**src/rtl/cpu_bus_sequencer.sv**
```systemverilog
// Sequences 6502 I/O-window bus cycles in the fast clock domain and arbitrates the
// single CPU data-out path and bus buffer enable between NUM_SLAVES peripherals.
module cpu_bus_sequencer #(
  parameter int          NUM_SLAVES   = 4,
  parameter int          SYNC_STAGES  = 2,
  parameter int          SETUP_CYCLES = 8,
  parameter logic [7:0]  DEFAULT_DATA = 8'hAA
) (
  input  logic                      clk_96mhz,
  input  logic                      reset,
  input  logic                      cpu_clk,
  input  logic                      cpu_rwb,
  input  logic                      cs_mary_n,
  input  logic [15:0]               addr,
  input  logic [7:0]                data_in,
  input  logic [NUM_SLAVES-1:0]     slave_sel,
  input  logic [NUM_SLAVES*8-1:0]   slave_rdata,
  input  logic                      err_clr,
  output logic [NUM_SLAVES-1:0]     rd_strobe,
  output logic [NUM_SLAVES-1:0]     wr_strobe,
  output logic [7:0]                reg_addr,
  output logic [7:0]                reg_wdata,
  output logic [7:0]                data_out,
  output logic                      b_en,
  output logic                      bus_error
);

  localparam int                     FLUSH_W    = $clog2(SYNC_STAGES + 1);
  localparam logic [FLUSH_W-1:0]     FLUSH_DONE = FLUSH_W'(SYNC_STAGES);
  localparam logic [4:0]             SETUP_LOAD = 5'(SETUP_CYCLES);
  localparam logic [NUM_SLAVES-1:0]  SEL_ONE    = NUM_SLAVES'(1);

  typedef enum logic [2:0] {
    S_IDLE      = 3'd0,
    S_SETTLE    = 3'd1,
    S_READ      = 3'd2,
    S_READ_DEF  = 3'd3,
    S_WRITE     = 3'd4,
    S_WAIT_FALL = 3'd5
  } state_t;

  function automatic logic is_onehot(input logic [NUM_SLAVES-1:0] v);
    return (v != '0) && ((v & (v - SEL_ONE)) == '0);
  endfunction

  state_t                  state_q;
  logic [SYNC_STAGES-1:0]  clk_sync_q;
  logic [SYNC_STAGES-1:0]  rwb_sync_q;
  logic [SYNC_STAGES-1:0]  cs_sync_q;
  logic                    phi2_hist_q;
  logic [FLUSH_W-1:0]      flush_cnt_q;
  logic                    armed_q;
  logic [4:0]              cnt_q;
  logic [NUM_SLAVES-1:0]   sel_q;
  logic [NUM_SLAVES-1:0]   rd_strobe_q;
  logic [NUM_SLAVES-1:0]   wr_strobe_q;
  logic [7:0]              reg_addr_q;
  logic [7:0]              reg_wdata_q;
  logic [7:0]              data_out_q;
  logic                    b_en_q;
  logic                    bus_error_q;

  logic                    phi2_s;
  logic                    rise_s;
  logic                    fall_s;
  logic                    cs_n_s;
  logic                    rwb_s;
  logic                    sel_ok_s;
  logic [7:0]              rdata_mux_s;
  logic                    unused_s;

  assign phi2_s   = clk_sync_q[SYNC_STAGES-1];
  assign rise_s   = phi2_s & ~phi2_hist_q;
  assign fall_s   = ~phi2_s & phi2_hist_q;
  assign cs_n_s   = cs_sync_q[SYNC_STAGES-1];
  assign rwb_s    = rwb_sync_q[SYNC_STAGES-1];
  assign sel_ok_s = is_onehot(slave_sel);
  assign unused_s = ^addr[15:8];

  // Read-data mux driven by the select latched at sample time.
  always_comb begin
    rdata_mux_s = 8'h00;
    for (int i = 0; i < NUM_SLAVES; i++) begin
      rdata_mux_s = rdata_mux_s | (slave_rdata[8*i +: 8] & {8{sel_q[i]}});
    end
  end

  // Synchronisers, phi2 edge history, and post-reset arming.
  // A rise is only trusted once the pipeline has flushed and phi2 was seen low,
  // so a phase already in progress at reset release is never sequenced.
  always_ff @(posedge clk_96mhz or negedge reset) begin
    if (!reset) begin
      clk_sync_q  <= '0;
      rwb_sync_q  <= '0;
      cs_sync_q   <= '0;
      phi2_hist_q <= 1'b0;
      flush_cnt_q <= '0;
      armed_q     <= 1'b0;
    end else begin
      clk_sync_q  <= {clk_sync_q[SYNC_STAGES-2:0], cpu_clk};
      rwb_sync_q  <= {rwb_sync_q[SYNC_STAGES-2:0], cpu_rwb};
      cs_sync_q   <= {cs_sync_q[SYNC_STAGES-2:0], cs_mary_n};
      phi2_hist_q <= phi2_s;
      if (flush_cnt_q != FLUSH_DONE) begin
        flush_cnt_q <= flush_cnt_q + FLUSH_W'(1);
      end else if (!phi2_s) begin
        armed_q <= 1'b1;
      end else begin
        armed_q <= armed_q;
      end
    end
  end

  // Bus-cycle FSM with registered strobes, data path and sticky error.
  always_ff @(posedge clk_96mhz or negedge reset) begin
    if (!reset) begin
      state_q     <= S_IDLE;
      cnt_q       <= 5'd0;
      sel_q       <= '0;
      rd_strobe_q <= '0;
      wr_strobe_q <= '0;
      reg_addr_q  <= 8'h00;
      reg_wdata_q <= 8'h00;
      data_out_q  <= 8'h00;
      b_en_q      <= 1'b1;
      bus_error_q <= 1'b0;
    end else begin
      rd_strobe_q <= '0;
      wr_strobe_q <= '0;
      // A set later in this block overrides a same-cycle clear.
      if (err_clr) begin
        bus_error_q <= 1'b0;
      end
      case (state_q)
        S_IDLE: begin
          b_en_q <= 1'b1;
          if (rise_s && armed_q) begin
            cnt_q   <= SETUP_LOAD;
            state_q <= S_SETTLE;
          end
        end
        S_SETTLE: begin
          if (fall_s) begin
            state_q <= S_IDLE;
          end else if (cnt_q == 5'd1) begin
            if (cs_n_s) begin
              state_q <= S_WAIT_FALL;
            end else if (sel_ok_s) begin
              reg_addr_q <= addr[7:0];
              sel_q      <= slave_sel;
              if (rwb_s) begin
                rd_strobe_q <= slave_sel;
                state_q     <= S_READ;
              end else begin
                state_q     <= S_WRITE;
              end
            end else begin
              bus_error_q <= 1'b1;
              state_q     <= rwb_s ? S_READ_DEF : S_WAIT_FALL;
            end
          end else begin
            cnt_q <= cnt_q - 5'd1;
          end
        end
        S_READ: begin
          if (fall_s) begin
            b_en_q  <= 1'b1;
            state_q <= S_IDLE;
          end else begin
            data_out_q <= rdata_mux_s;
            b_en_q     <= 1'b0;
          end
        end
        S_READ_DEF: begin
          if (fall_s) begin
            b_en_q  <= 1'b1;
            state_q <= S_IDLE;
          end else begin
            data_out_q <= DEFAULT_DATA;
            b_en_q     <= 1'b0;
          end
        end
        S_WRITE: begin
          if (fall_s) begin
            wr_strobe_q <= sel_q;
            state_q     <= S_IDLE;
          end else begin
            reg_wdata_q <= data_in;
          end
        end
        S_WAIT_FALL: begin
          if (fall_s) begin
            state_q <= S_IDLE;
          end
        end
        default: begin
          b_en_q  <= 1'b1;
          state_q <= S_IDLE;
        end
      endcase
    end
  end

  assign rd_strobe = rd_strobe_q;
  assign wr_strobe = wr_strobe_q;
  assign reg_addr  = reg_addr_q;
  assign reg_wdata = reg_wdata_q;
  assign data_out  = data_out_q;
  assign b_en      = b_en_q;
  assign bus_error = bus_error_q;

endmodule

```
**config.mk**
```make
export PLATFORM = sky130hd
export DESIGN_NAME = cpu_bus_sequencer
export DESIGN_NICKNAME = d
export VERILOG_FILES = /design/src/rtl/cpu_bus_sequencer.sv
export SDC_FILE = /design/constraint.sdc
export NUM_CORES = 1
export LEC_CHECK = 0
export BUFFER_PORTS_ARGS = -buffer_cell sky130_fd_sc_hd__buf_2
export CAP_MARGIN = 20
export CORE_AREA = 2 2 83 85
export DETAILED_ROUTE_END_ITERATION = 10
export DIE_AREA = 0 0 85 87
export PLACE_DENSITY = 0.66
export SETUP_SLACK_MARGIN = 0.1
export SYNTH_ARGS = -nofsm -noshare
export SYNTH_HDL_FRONTEND = slang
export SYNTH_SLANG_ARGS = --single-unit
```
**constraint.sdc**
```tcl
create_clock -name clk_96mhz -period 3.1 [get_ports clk_96mhz]
set_input_delay 0.775 -clock clk_96mhz [delete_from_list [all_inputs] [get_ports clk_96mhz]]
set_output_delay 0.775 -clock clk_96mhz [all_outputs]
set_load 0.03 [all_outputs]
```
==> results.py <==
metrics = {
    "finish": {
        "fin_cells": 376,
        "seq_area_sq_um": 1400,
        "layout_commonest_cell": "buf_2",
        "area_growth_pct": 25.1,
        "nets": 367,
        "n_fill_cell": 621,
        "drive_gt1_share_pct": 43.6,
        "diodes": 0,
        "multi_input_area_sq_um": 1040,
        "final_cell_mix": "91 x buf_2, 55 x dfrtp_1, 12 x mux2_2",
    },
    "timing": {
        "setup_tns_ns": 0,
        "fin_skew_ns": 0.00688,
        "hold_viol_final": 0,
        "fin_crit_ns": 2.34,
        "rsz0062_at_grt": "no",
        "finalSetupViolations": 0,
        "setup_ws_ns": 0.762,
        "worstMarginPinSlew_ns": 0.512,
        "period_share_pct": 75.4,
        "relSlewSlack_pct": 65.8,
        "max_freq_ghz": 0.428,
        "maxSlewViolCount": 0,
    },
    "logic_synthesis": {
        "synth_seq_cells": 56,
        "synth_ff_type": "dfrtp_1",
        "yosys.cell_types.count": 46,
        "async_reset_ff_share_pct": 100,
        "syn-num-nets": 277,
        "ys_warn_count": 0,
        "yosysSeqAreaShare_pct": 55.6,
        "synth-edff-count": 0,
        "postSynthAreaPerCell_sq_um": 12.3,
        "syn_area_sq_um": 2520,
        "synthCells": 205,
    },
    "die": {
        "core_region_area_sq_um": 6570,
        "die_area_sq_um": 7400,
        "fp-row-count": 30,
        "start_util_pct": 38.4,
        "fp.dieH_um": 87,
        "fp.dieW_um": 85,
        "io_pins": 100,
    },
    "clock_tree": {
        "clockBufferDepth": 2,
        "htree_levels": 2,
        "post_cts_resized": 0,
        "numCtsBuffers": 5,
        "ctsHoldBuffers": 0,
        "clock_sinks": 56,
        "clk_latency_ns": 0.31,
        "path_clk_slew_ns": 0.10,
        "cts_tree": "done",
        "postCtsSetupBuffers": 0,
        "clockRootBuffer": "clkbuf_8",
    },
    "placement": {
        "dp_slack_ns": 0.696,
        "port_buffers": 91,
        "gp_congestion": 0.856,
        "hpwl_mm": 4.00,
        "post-place-cells": 368,
    },
    "routing": {
        "wl_per_cell_um": 14.0,
        "first_pass_iters": 4,
        "ant_nets": 0,
        "routed_wl_mm": 5.27,
        "via_per_inst": 5.13,
        "drt-initial-drc-count": 148,
        "vias": 1928,
        "drc": 0,
    },
    "run_status": {
        "status": "complete, no violations",
    },
    "critical_path": {
        "startpoint": "cnt_q[1]",
        "critPathArrivalTime_ns": 2.53,
        "cp.required_ns": 3.30,
        "path_class": "reg -> reg",
        "worst_setup_path_end_kind": "register",
        "timing.rr.start": "cnt_q[1]",
        "startpoint_type": "register",
        "cp_max_fo": 12,
    },
    "hold_path": {
        "hold_start": "rwb_sync_q[0]",
        "min_path_type": "reg -> reg",
    },
    "global_routing": {
        "grt_pass1_vias": 1831,
        "grt_antenna_before_repair": 0,
        "grt_max_degree": 34,
        "grt_overflow": 0,
        "grt.total_usage_pct": 14.5,
        "grt_pass1_wl_mm": 8.56,
    },
    "pwr": {
        "switching_share_pct": 37.4,
        "clockPowerShare_pct": 19.7,
        "peakVddDrop_mv": 0.324,
        "intPower_mw": 1.52,
        "p_per_area_nw_per_um2": 770,
        "seq_power_share_pct": 41.9,
        "p_leak_nw": 1.66,
        "p_switching_mw": 0.909,
        "comb_power_share_pct": 38.5,
    },
    "job": {
        "cap_viol_max_count": 0,
    },
}
==> per-layer routing <==
layer,up-vias,GRT usage (%),wire length [um]
met5,-,0,0
met4,0,5.63,53
met3,7,3.89,434
met2,83,23.9,2450
met1,916,18.2,2330
li1,922,-,-
==> critical path, cell delays in order (launching register included) <==
cell and delay (ns):
dfrtp_1 0.40, inv_1 0.08, ha_1 0.13, or4b_1 0.56, nor2_1 0.12, or4b_4 0.61, mux2_4 0.34
==> stage by stage <==
step | area [sq um] | utilization, % | hold slack [ns] | total power [mW]
floorplan | 2520 | - | 0.331 | 1.70
finish | 3150 | 48.0 | 0.356 | 2.43
detailed placement | 3040 | 46.3 | 0.338 | 1.98
global placement | 3040 | 46.3 | 0.336 | 1.94
global route | 3150 | 48.0 | 0.367 | 2.59
CTS | 3150 | 48.0 | 0.352 | 2.46
==> cells in the mapped netlist (2+ instances only) <==
cell type,instances,area (sq um)
o21ai_0,3,15.0
ha_1,6,75.1
a22oi_1,8,60.1
nand2b_1,3,18.8
o22ai_1,2,12.5
and3_1,2,12.5
inv_1,8,30.0
nor2b_1,2,12.5
nor3b_1,2,15.0
or3b_2,2,17.5
a222oi_1,4,40.0
a22o_1,4,35.0
mux2_4,10,150
or2_2,2,12.5
a21oi_1,9,45.0
a211oi_1,2,15.0
mux2i_1,2,20.0
a31oi_1,2,12.5
and2_1,8,50.1
nor3_1,6,30.0
mux2_2,12,135
nand2_1,7,26.3
dfrtp_1,55,1380
clkbuf_1,7,26.3
a21o_1,5,37.5
nand3_1,5,25.0
nor2_1,8,30.0
==> sequential cells by signal, summed over array words and instances, names as in the netlist, 3 cells and up <==
| register | cells |
|---|---|
| reg_wdata | 8 |
| cnt_q | 5 |
| sel_q | 4 |
| state_q | 3 |
| wr_strobe | 4 |
| reg_addr | 8 |
| data_out | 8 |
| rd_strobe | 4 |
==> worst paths after layout <==
path	end	slack, ns	cells after the start
setup / recovery	sel_q[2]	0.76	6
hold / removal	rwb_sync_q[1]	0.36	0
setup reg to reg	sel_q[2]	0.76	6
hold reg to reg	rwb_sync_q[1]	0.36	0
max in group asynchronous	b_en	1.84	2
min in group asynchronous	reg_wdata[1]	0.42	1
==> cells by family after synthesis <==
kind of cell / count (synthesis) / synth area share [%]
compound gates: 45 / 12.9
xor+xnor: 2 / 0.695
flops: 56 / 55.6
fa+ha+maj: 6 / 2.98
buf+inv: 18 / 3.18
simple gates: 54 / 12.6
mux: 24 / 12.1
==> area by class of cell <==
class | instances | area share, %
clock buffers | 6 | 2.30
inverters | 8 | 0.952
well taps | 80 | 3.17
repair buffers | 93 | 14.9
multi-input cells | 131 | 32.9
clock inverters | 2 | 1.23
flip-flops and latches | 56 | 44.5
==> power groups by stage <==
stage,clock (mW),sequential (mW),combinational (mW)
after floorplan,0,1.18,0.520
after global placement,0,1.02,0.921
after detailed placement,0,1.03,0.944
after CTS,0.497,1.02,0.946
after global routing,0.526,1.04,1.02
final,0.477,1.02,0.934
Power figures use the tool's default switching activity.
